**src/rtl/dds_oscillator.sv**
```systemverilog
// Direct-digital-synthesis tone source: phase accumulator, four waveforms from the
// accumulator MSBs, amplitude scaling, and sample-valid / cycle-wrap strobes.
module dds_oscillator #(
    parameter int PHASE_W    = 24,
    parameter int LUT_ADDR_W = 5,
    parameter int DATA_W     = 8,
    parameter int AMP_W      = 8
) (
    input  logic                clk,
    input  logic                rst_n,
    input  logic                en,
    input  logic                sync,
    input  logic [PHASE_W-1:0]  tune_word,
    input  logic [1:0]          wave_sel,
    input  logic [AMP_W-1:0]    amplitude,
    output logic [DATA_W-1:0]   dataout,
    output logic                sample_valid,
    output logic                cycle_wrap
);

    localparam int                LUT_N   = 2 ** LUT_ADDR_W;
    localparam logic [DATA_W-1:0] MAX_VAL = {DATA_W{1'b1}};
    localparam int                PROD_W  = DATA_W + AMP_W;

    typedef enum logic [1:0] {
        FILL_EMPTY = 2'd0,
        FILL_ONE   = 2'd1,
        FILL_FULL  = 2'd2
    } fill_t;

    function automatic logic [DATA_W-1:0] sine_point(input int k);
        real half;
        real ang;
        real v;
        half = real'((2 ** DATA_W) - 1) / 2.0;
        ang  = 2.0 * 3.14159265358979 * real'(k) / real'(LUT_N);
        v    = half * (1.0 + $sin(ang)) + 0.5;
        return DATA_W'($rtoi($floor(v)));
    endfunction

    logic [PHASE_W-1:0]    phase_q;
    logic [PHASE_W-1:0]    phase_d;
    logic                  carry_s;
    logic [DATA_W-1:0]     raw_q;
    logic [DATA_W-1:0]     raw_d;
    logic [DATA_W-1:0]     dataout_q;
    logic [DATA_W-1:0]     scaled_d;
    logic                  w0_q;
    logic                  w1_q;
    logic                  sample_valid_q;
    logic                  cycle_wrap_q;
    fill_t                 fill_q;
    fill_t                 fill_d;

    logic [DATA_W-1:0]     sine_lut_s [LUT_N];
    logic [DATA_W-1:0]     p_s;
    logic [LUT_ADDR_W-1:0] a_s;
    logic [DATA_W-1:0]     tri_s;
    logic [AMP_W:0]        amp_plus_s;
    logic [PROD_W-1:0]     product_s;

    for (genvar k = 0; k < LUT_N; k++) begin : g_sine_lut
        localparam logic [DATA_W-1:0] ENTRY = sine_point(k);
        assign sine_lut_s[k] = ENTRY;
    end

    // Accumulator advance; the carry out marks the start of a new waveform cycle
    always_comb begin
        {carry_s, phase_d} = {1'b0, phase_q} + {1'b0, tune_word};
    end

    // Waveform generation from the top bits of the current phase
    always_comb begin
        p_s   = phase_q[PHASE_W-1 -: DATA_W];
        a_s   = phase_q[PHASE_W-1 -: LUT_ADDR_W];
        tri_s = {p_s[DATA_W-2:0], 1'b0};
        case (wave_sel)
            2'd0:    raw_d = sine_lut_s[a_s];
            2'd1:    raw_d = p_s[DATA_W-1] ? {DATA_W{1'b0}} : MAX_VAL;
            2'd2:    raw_d = p_s;
            2'd3:    raw_d = p_s[DATA_W-1] ? ~tri_s : tri_s;
            default: raw_d = {DATA_W{1'b0}};
        endcase
    end

    // Amplitude scaling; (2^D-1)*2^A < 2^(D+A), so the product never needs a carry bit
    always_comb begin
        amp_plus_s = {1'b0, amplitude} + {{AMP_W{1'b0}}, 1'b1};
        product_s  = PROD_W'(raw_q) * PROD_W'(amp_plus_s);
        scaled_d   = product_s[AMP_W +: DATA_W];
    end

    // Pipeline fill sequencing: saturates at FULL once both stages hold real data
    always_comb begin
        case (fill_q)
            FILL_EMPTY: fill_d = FILL_ONE;
            FILL_ONE:   fill_d = FILL_FULL;
            FILL_FULL:  fill_d = FILL_FULL;
            default:    fill_d = FILL_EMPTY;
        endcase
    end

    // All pipeline state; sync restarts phase and fill but keeps the last sample on the output
    always_ff @(posedge clk or negedge rst_n) begin
        if (!rst_n) begin
            phase_q        <= {PHASE_W{1'b0}};
            raw_q          <= {DATA_W{1'b0}};
            dataout_q      <= {DATA_W{1'b0}};
            w0_q           <= 1'b0;
            w1_q           <= 1'b0;
            fill_q         <= FILL_EMPTY;
            sample_valid_q <= 1'b0;
            cycle_wrap_q   <= 1'b0;
        end else if (sync) begin
            phase_q        <= {PHASE_W{1'b0}};
            w0_q           <= 1'b0;
            w1_q           <= 1'b0;
            fill_q         <= FILL_EMPTY;
            sample_valid_q <= 1'b0;
            cycle_wrap_q   <= 1'b0;
        end else if (en) begin
            phase_q        <= phase_d;
            w0_q           <= carry_s;
            raw_q          <= raw_d;
            w1_q           <= w0_q;
            dataout_q      <= scaled_d;
            cycle_wrap_q   <= w1_q & (fill_q == FILL_FULL);
            fill_q         <= fill_d;
            sample_valid_q <= (fill_q == FILL_FULL);
        end else begin
            sample_valid_q <= 1'b0;
            cycle_wrap_q   <= 1'b0;
        end
    end

    assign dataout      = dataout_q;
    assign sample_valid = sample_valid_q;
    assign cycle_wrap   = cycle_wrap_q;

endmodule

```
**config.mk**
```make
export PLATFORM = sky130hd
export DESIGN_NAME = dds_oscillator
export DESIGN_NICKNAME = d
export VERILOG_FILES = /design/src/rtl/dds_oscillator.sv
export SDC_FILE = /design/constraint.sdc
export NUM_CORES = 1
export LEC_CHECK = 0
export ABC_AREA = 1
export ABC_CLOCK_PERIOD_IN_PS = 8400
export CAP_MARGIN = 20
export CORE_ASPECT_RATIO = 0.5
export CORE_MARGIN = 1
export CORE_UTILIZATION = 55
export DETAILED_ROUTE_END_ITERATION = 8
export PLACE_DENSITY = 0.82
export SYNTH_ARGS = -nofsm -noshare
export SYNTH_HDL_FRONTEND = slang
export SYNTH_SLANG_ARGS = --single-unit
```
**constraint.sdc**
```tcl
create_clock -name clk -period 8.4 [get_ports clk]
set_input_delay 1.68 -clock clk [delete_from_list [all_inputs] [get_ports clk]]
set_output_delay 1.68 -clock clk [all_outputs]
set_load 0.01 [all_outputs]
```
==> metrics.log, run 1 <==
INFO  metric run_status = completed
INFO  metric initial_core_util = 57.6%
INFO  metric finish.net_count = 1,187
INFO  metric cts_tree = done
INFO  metric report.final.setup_viol = 0
INFO  metric path_clk_slew = about 70 ps
INFO  metric layout-area-overhead-vs-synth = 12.0%
INFO  metric synth_area_leaders = sky130_fd_sc_hd__nand2_1 19%, sky130_fd_sc_hd__dfrtp_1 18%, sky130_fd_sc_hd__fa_1 13%, sky130_fd_sc_hd__ha_1 13%, sky130_fd_sc_hd__inv_1 11%
INFO  metric worst_r2r_path_depth = 14
INFO  metric rsz0062_at_grt = false
INFO  metric busiest_layer_in_global_routing = met2
INFO  metric worstSkewPairLatency = 300 ps
INFO  metric worst_min_path_class = reg -> reg
INFO  metric grt_antenna_before_repair = 0
INFO  metric most_used_cells_in_the_layout_excluding_fill_and_tap_cells = 319 x sky130_fd_sc_hd__nand2_1, 185 x sky130_fd_sc_hd__inv_1, 103 x sky130_fd_sc_hd__nor2_1
INFO  metric grt.met3_usage = slightly below 4%
INFO  metric drt_pre_antenna_iters = 5
INFO  metric placeableCoreArea = 0.0112 mm²
INFO  metric mostFrequentLayoutCell = sky130_fd_sc_hd__nand2_1
INFO  metric antenna-diode-count = 0
INFO  metric cts-root-buf = sky130_fd_sc_hd__clkbuf_16
INFO  metric layout_min_cycle_time = about 6600 ps
INFO  metric clock_tree.buffer_depth = 2
INFO  metric grtUsageMet1 = 37.3%
INFO  metric maxSlewViolCount = 0
INFO  metric proportion_of_layout_cells_with_a_drive_suffix_above_1 = 3.83%
INFO  metric fmax = around 150 MHz
INFO  metric wl_per_cell = 13.3 µm
INFO  metric crit_arrival = 6760 ps
INFO  metric worst_slew_pin_slew = between 800 and 900 ps
INFO  metric synthDominantAreaCellType = sky130_fd_sc_hd__nand2_1
INFO  metric timing.final.crit_share = 78.2%
INFO  metric ys_seq_area_share = between 10% and 20%
INFO  metric vias_per_cell = around 5.3
INFO  metric count_of_pins_on_the_block_boundary = 48
INFO  metric max_cap_viol_count = 0
INFO  metric first_global_vias = between 6,000 and 7,000
INFO  metric crit_type = in -> reg
INFO  metric ys_seq_elements = 46
INFO  metric use_met2 = around half
INFO  metric static-leakage-power = just over 0.004 µW
INFO  metric synth-edff-count = 0
INFO  metric dp.final_hpwl = approximately 13 mm
INFO  metric die_w = around 160 µm
INFO  metric holdPathStages = 2
INFO  metric yosysTopAreaCellShare = between 10% and 20%
INFO  metric number_of_rows_in_the_core_area = 27
INFO  metric clock_tree.htree_level_count = 2
INFO  metric holdWs = about 490 ps
INFO  metric post_synth_num_cell_types = 43
INFO  metric antenna_left = 0
INFO  metric drc = 0
INFO  metric grt_pass1_wl = 28.1 mm
INFO  metric syn_avg_cell_area = 6.43 µm²
INFO  metric maximum_clock_skew_at_final_layout = between 6 and 7 ps
INFO  metric worst-endpoint-required = around 8600 ps
INFO  metric starting_drc_count_in_detailed_routing = 434
INFO  metric endpoint_kind = register
INFO  metric globalplace.congestion = about 0.96
INFO  metric die_height = 78.5 µm
INFO  metric die_area = 0.0122 mm²
INFO  metric worst_case_headroom_to_the_max_slew_limit = a little over two fifths
INFO  metric total_of_warnings_raised_by_yosys = 0
INFO  metric timing.final.hold_violations = 0
INFO  metric placed_cell_area = 0.00705 mm²
INFO  metric pwrdens = 244 mW/mm²
INFO  metric cts_resized = 0
INFO  metric tns = 0 ps
INFO  metric max-vdd-ir-drop = 0.000167 V
INFO  metric syn-cell-area = 0.00644 mm²
INFO  metric overflow = 0
INFO  metric grt_start_max_net_pins = 47
INFO  metric finish.instance_area = between 0.007 and 0.008 mm²
INFO  metric track_usage = 28.8%
INFO  metric wl = ~16 mm
INFO  metric cells_after_synthesis = 1,002
INFO  metric startpoint_type = primary input
INFO  metric hold_buffers = 0
INFO  metric numCtsBuffers = 5
INFO  metric vias = roughly 6,300
INFO  metric io_buffers = 47
INFO  metric critical_path_peak_fanout = 8
INFO  metric synth_top_flop_cell = sky130_fd_sc_hd__dfrtp_1
INFO  metric postSynthNetCount = approximately 1,100
INFO  metric clock_sink_count = 46
INFO  metric ys_async_sr_fraction = 100%
INFO  metric cts_setup_buffers = 0
## cells in the mapped netlist (all sizes together) (4+ instances only)
cell type / count
clkbuf: 7
nand3: 74
a22oi: 4
o211ai: 7
inv: 187
o21ai: 42
dfrtp: 46
fa: 41
a21oi: 36
nand2: 324
ha: 65
nand4: 8
or2: 5
buf: 9
nor2: 117
## metal layers
| layer | up-vias | wire length [µm] |
|---|---|---|
| met5 | - | 0 |
| met4 | 0 | 224 |
| met3 | 24 | 926 |
| met2 | 205 | 7590 |
| met1 | 2901 | 7310 |
| li1 | 3189 | - |
## through the flow
step | cells | utilization [%] | setup WS (ps) | total power, µW
CTS | 1202 | 64.3 | 1850 | 1760
global placement | 1194 | 63.0 | 1690 | 1510
detailed placement | 1194 | 63.0 | 1570 | 1540
finish | 1203 | 64.5 | 1840 | 1760
floorplan | 1002 | - | 2630 | 1230
global route | 1203 | 64.5 | 1470 | 1970
## worst max-delay path: stages
cell and delay (ps):
sky130_fd_sc_hd__clkdlybuf4s50_1 560, sky130_fd_sc_hd__ha_1 300, sky130_fd_sc_hd__nand2_1 110, sky130_fd_sc_hd__nor2_4 60, sky130_fd_sc_hd__xnor2_1 580, sky130_fd_sc_hd__or2_1 210
sky130_fd_sc_hd__fa_1 440, sky130_fd_sc_hd__fa_1 490, sky130_fd_sc_hd__inv_1 60, sky130_fd_sc_hd__fa_1 500, sky130_fd_sc_hd__fa_1 490, sky130_fd_sc_hd__ha_1 350
sky130_fd_sc_hd__a21oi_1 290, sky130_fd_sc_hd__o21ai_0 170, sky130_fd_sc_hd__a21oi_1 200, sky130_fd_sc_hd__nand3_1 110, sky130_fd_sc_hd__nand3_1 100, sky130_fd_sc_hd__nand2_1 50
## flip-flops by register name, summed over array words and instances (netlist names)
register      flops
cycle_wrap        1
dataout           8
fill_q            2
phase_q          24
raw_q             8
sample_valid      1
w0_q              1
w1_q              1
## final timing paths
path | startpoint | endpoint | slack [ps]
setup reg to reg | raw_q[3] | dataout[6] | 3960
setup / recovery | amplitude[0] | dataout[6] | 1840
hold / removal | phase_q[5] | phase_q[5] | 490
min in group asynchronous | rst_n | dataout[1] | 1270
max in group asynchronous | rst_n | phase_q[21] | 6630
hold reg to reg | phase_q[5] | phase_q[5] | 490
## report_power, final
part           internal [µW]  total (µW)  switching [µW]
clock                    112         209            97.6
sequential               264         306            41.8
combinational            472        1240             772
total                    848        1760             912
## final cells by class
cell class	count	area, µm²
Multi-Input combinational cell	752	4510
Timing Repair Buffer	50	500
Clock buffer	5	125
Fill cell	1045	3970
Sequential cell	46	1150
Clock inverter	3	23.8
Inverter	188	706
Tap cell	159	199
## cell families after synthesis
kind of cell / after synthesis / share of synthesized area (%)
DFF: 46 / 17.9
buffers and inverters: 204 / 12.2
xor gates and xnor gates: 5 / 0.680
adders and majority gates: 106 / 25.4
and+or+nand+nor: 537 / 34.8
AOI/OAI and AO/OA: 104 / 9.17
Power figures use the tool's default switching activity.
==> run 2, diff against run 1 <==
Settings changed: ABC_CLOCK_PERIOD_IN_PS 8400 to 6200.
Clock period 8.4 ns to 6.2 ns, I/O delays scaled along.
==> run 2 against run 1 <==
Clock-buffer cell count is the same. Sequential power grew 36%. Core utilization grew 0.20 points. Worst hold slack gained 1.7 ps. Critical endpoint is now dataout[7].
==> metrics.log, run 2 (synthesis results as in run 1) <==
INFO  metric proportion_of_layout_cells_with_a_drive_suffix_above_1 = 4.11% (was 3.83%)
INFO  metric track_usage = 28.6% (was 28.8%)
INFO  metric dp.final_hpwl = 12.6 mm (was 12.8 mm)
INFO  metric antenna_left = 0 (unchanged)
INFO  metric holdWs = 490 ps (was 488 ps)
INFO  metric clock_tree.buffer_depth = 2 (unchanged)
INFO  metric post_layout_nonfiller_instances = 1,205 (was 1,203)
INFO  metric worst_path_max_delay_cell = sky130_fd_sc_hd__fa_1 (was sky130_fd_sc_hd__xnor2_1)
INFO  metric clock_tree.htree_level_count = 2 (unchanged)
INFO  metric die_height = 78.5 µm (unchanged)
INFO  metric first_global_vias = 6,316 (was 6,181)
INFO  metric placedCellCount = 1,196 (was 1,194)
INFO  metric antenna-diode-count = 0 (unchanged)
INFO  metric largest_register_ff_count = 24 (unchanged)
INFO  metric fmax = around 170 MHz
INFO  metric largest-register = phase_q (unchanged)
INFO  metric vias_per_cell = 5.25 (about the same)
INFO  metric worst_case_headroom_to_the_max_slew_limit = 45.2% (was 43.2%)
INFO  metric rr_startpoint = raw_q[3] (unchanged)
INFO  metric max-vdd-ir-drop = 0.000295 V (was 0.000167 V)
INFO  metric ff_latch_area = 0.00115 mm² (unchanged)
INFO  metric maxSlewViolCount = 0 (unchanged)
INFO  metric most_used_cells_in_the_layout_excluding_fill_and_tap_cells = 319 x sky130_fd_sc_hd__nand2_1, 185 x sky130_fd_sc_hd__inv_1, 103 x sky130_fd_sc_hd__nor2_1 (unchanged)
INFO  metric overflow = 0 (unchanged)
INFO  metric layout-area-overhead-vs-synth = 12.4% (was 12.0%)
INFO  metric number_of_rows_in_the_core_area = 27 (unchanged)
INFO  metric die_area = 0.0122 mm² (unchanged)
INFO  metric drt_pre_antenna_iters = 5 (unchanged)
INFO  metric timing.final.crit_share = 93.5%
INFO  metric drc = 0 (unchanged)
INFO  metric globalplace.congestion = 0.969 (was 0.956)
INFO  metric placeableCoreArea = 0.0112 mm² (unchanged)
INFO  metric worst-endpoint-required = 6390 ps (was 8590 ps)
INFO  metric timing.final.ws_setup = 406 ps (was 1840 ps)
INFO  metric clock_sink_count = 46 (unchanged)
INFO  metric die_w = 155 µm (unchanged)
INFO  metric layout.filler_cells = 1,030 (was 1,045)
INFO  metric wl = 16.1 mm (was 16.0 mm)
INFO  metric worst_setup_sp = amplitude[1] (was amplitude[0])
INFO  metric max_cap_viol_count = 0 (unchanged)
INFO  metric crit_type = in -> reg (unchanged)
INFO  metric grt_start_max_net_pins = 47 (unchanged)
INFO  metric mostFrequentLayoutCell = sky130_fd_sc_hd__nand2_1 (unchanged)
INFO  metric cts-root-buf = sky130_fd_sc_hd__clkbuf_16 (unchanged)
INFO  metric endpoint_kind = register (unchanged)
INFO  metric initial_core_util = 57.6% (unchanged)
INFO  metric grt_antenna_before_repair = 0 (unchanged)
INFO  metric fin_total_pwr = 2400 µW (was 1760 µW)
INFO  metric pwrdens = 332 mW/mm² (was 244 mW/mm²)
INFO  metric cts_setup_buffers = 0 (unchanged)
INFO  metric final_core_util = 64.7% (was 64.5%)
INFO  metric finish.net_count = 1,189 (was 1,187)
INFO  metric worst_path_most_repeated_cell = sky130_fd_sc_hd__nand2_1 (was sky130_fd_sc_hd__fa_1)
INFO  metric multi_input_logic_area = 0.00452 mm² (was 0.00451 mm²)
INFO  metric rsz0062_at_grt = false (unchanged)
INFO  metric reg2reg_slack = 1810 ps (was 3960 ps)
INFO  metric timing.rr.end = dataout[6] (unchanged)
INFO  metric worst_min_path_class = reg -> reg (unchanged)
INFO  metric worst_slew_pin_slew = 821 ps (was 850 ps)
INFO  metric critical_path.max_stage_delay = 580 ps (about the same)
INFO  metric report.final.setup_viol = 0 (unchanged)
INFO  metric crit_arrival = 5990 ps (was 6760 ps)
INFO  metric dpl_worst_slack = -17.4 ps (was 1570 ps)
INFO  metric starting_drc_count_in_detailed_routing = 366 (was 434)
INFO  metric io_buffers = 47 (unchanged)
INFO  metric critical_path_peak_fanout = 7 (was 8)
INFO  metric layout_min_cycle_time = a little under 6000 ps
INFO  metric run_status = completed (unchanged)
INFO  metric startpoint_type = primary input (unchanged)
INFO  metric wl_per_cell = 13.3 µm (about the same)
INFO  metric grt_pass1_wl = 28.0 mm (was 28.1 mm)
INFO  metric static-leakage-power = 0.00403 µW (was 0.00402 µW)
INFO  metric numCtsBuffers = 5 (unchanged)
INFO  metric cts_tree = done (unchanged)
INFO  metric vias = 6,323 (was 6,319)
INFO  metric maximum_clock_skew_at_final_layout = 8.51 ps (was 6.18 ps)
INFO  metric crit_chain = clkdlybuf4s50_1, ha_1, nand2_1, nor2_4, nand4_1, nand2_1, nor2_1, fa_1, fa_1, fa_1, inv_1, fa_1, inv_1, ha_1, nand2_1, inv_1, nand2_1, nand2_1, a21oi_1, nand3_2, nand3_1, nand2_1 (was clkdlybuf4s50_1, ha_1, nand2_1, nor2_4, xnor2_1, or2_1, fa_1, fa_1, inv_1, fa_1, fa_1, ha_1, a21oi_1, o21ai_0, a21oi_1, nand3_1, nand3_1, nand2_1)
INFO  metric timing.final.hold_violations = 0 (unchanged)
INFO  metric path_clk_slew = 70 ps (about the same)
INFO  metric count_of_pins_on_the_block_boundary = 48 (unchanged)
INFO  metric worstSkewPairLatency = 300 ps (about the same)
INFO  metric worst_r2r_path_depth = 14 (unchanged)
INFO  metric endpoint = dataout[7] (was dataout[6])
## run 2: cell count changes in the layout (fill, tap and decap cells not counted), sizes merged
cell | before | now
buf | 4 | 6
## run 2: critical path, delay by kind of cell
kind / cells / cell delay (ps)
compound gates: 1 / 210
fa+ha+maj: 6 / 2650
buf+inv: 4 / 660
simple gates: 11 / 1240
## run 2: layout make-up
type / count / area share [%]
clock inverters: 3 / 0.328
clock buffers: 5 / 1.73
multi-input cells: 752 / 62.4
repair buffers: 52 / 7.12
inverters: 188 / 9.75
well taps: 159 / 2.75
flip-flops and latches: 46 / 15.9
## run 2: routing by layer
| metal | GRT usage, % | up-vias | share of wire [%] |
|---|---|---|---|
| li1 | - | 3202 | - |
| met1 | 35.8 | 2931 | 46 |
| met2 | 51.0 | 160 | 47 |
| met3 | 4.20 | 30 | 5.4 |
| met4 | 9.11 | 0 | 2.1 |
| met5 | 0 | - | 0 |
## run 2: worst min path at each step
stage,start,end,slack (ps),cells past startpoint
floorplan,phase_q[10],phase_q[10],450,2
global placement,dataout[3],dataout[3],470,2
detailed placement,phase_q[8],phase_q[8],470,2
CTS,phase_q[8],phase_q[8],490,2
global route,phase_q[7],phase_q[7],520,2
finish,phase_q[8],phase_q[8],490,2
## run 2: timing repair
item,CTS,global route
resized for setup,0,1
setup endpoints to repair,0,3
hold buffers,0,0
## run 2: stage by stage
stage,TNS (ps),cell area [µm²]
after floorplan,0,6440
after global placement,0,7060
after detailed placement,-17.4,7060
after CTS,0,7210
after global routing,0,7240
final,0,7240
## run 2: where the power goes
part | switching, µW | internal [µW] | leakage [µW]
registers | 58.5 | 358 | 0.000597
clock network | 127 | 151 | 0.0000664
logic | 1060 | 647 | 0.00337
total | 1240 | 1160 | 0.00403
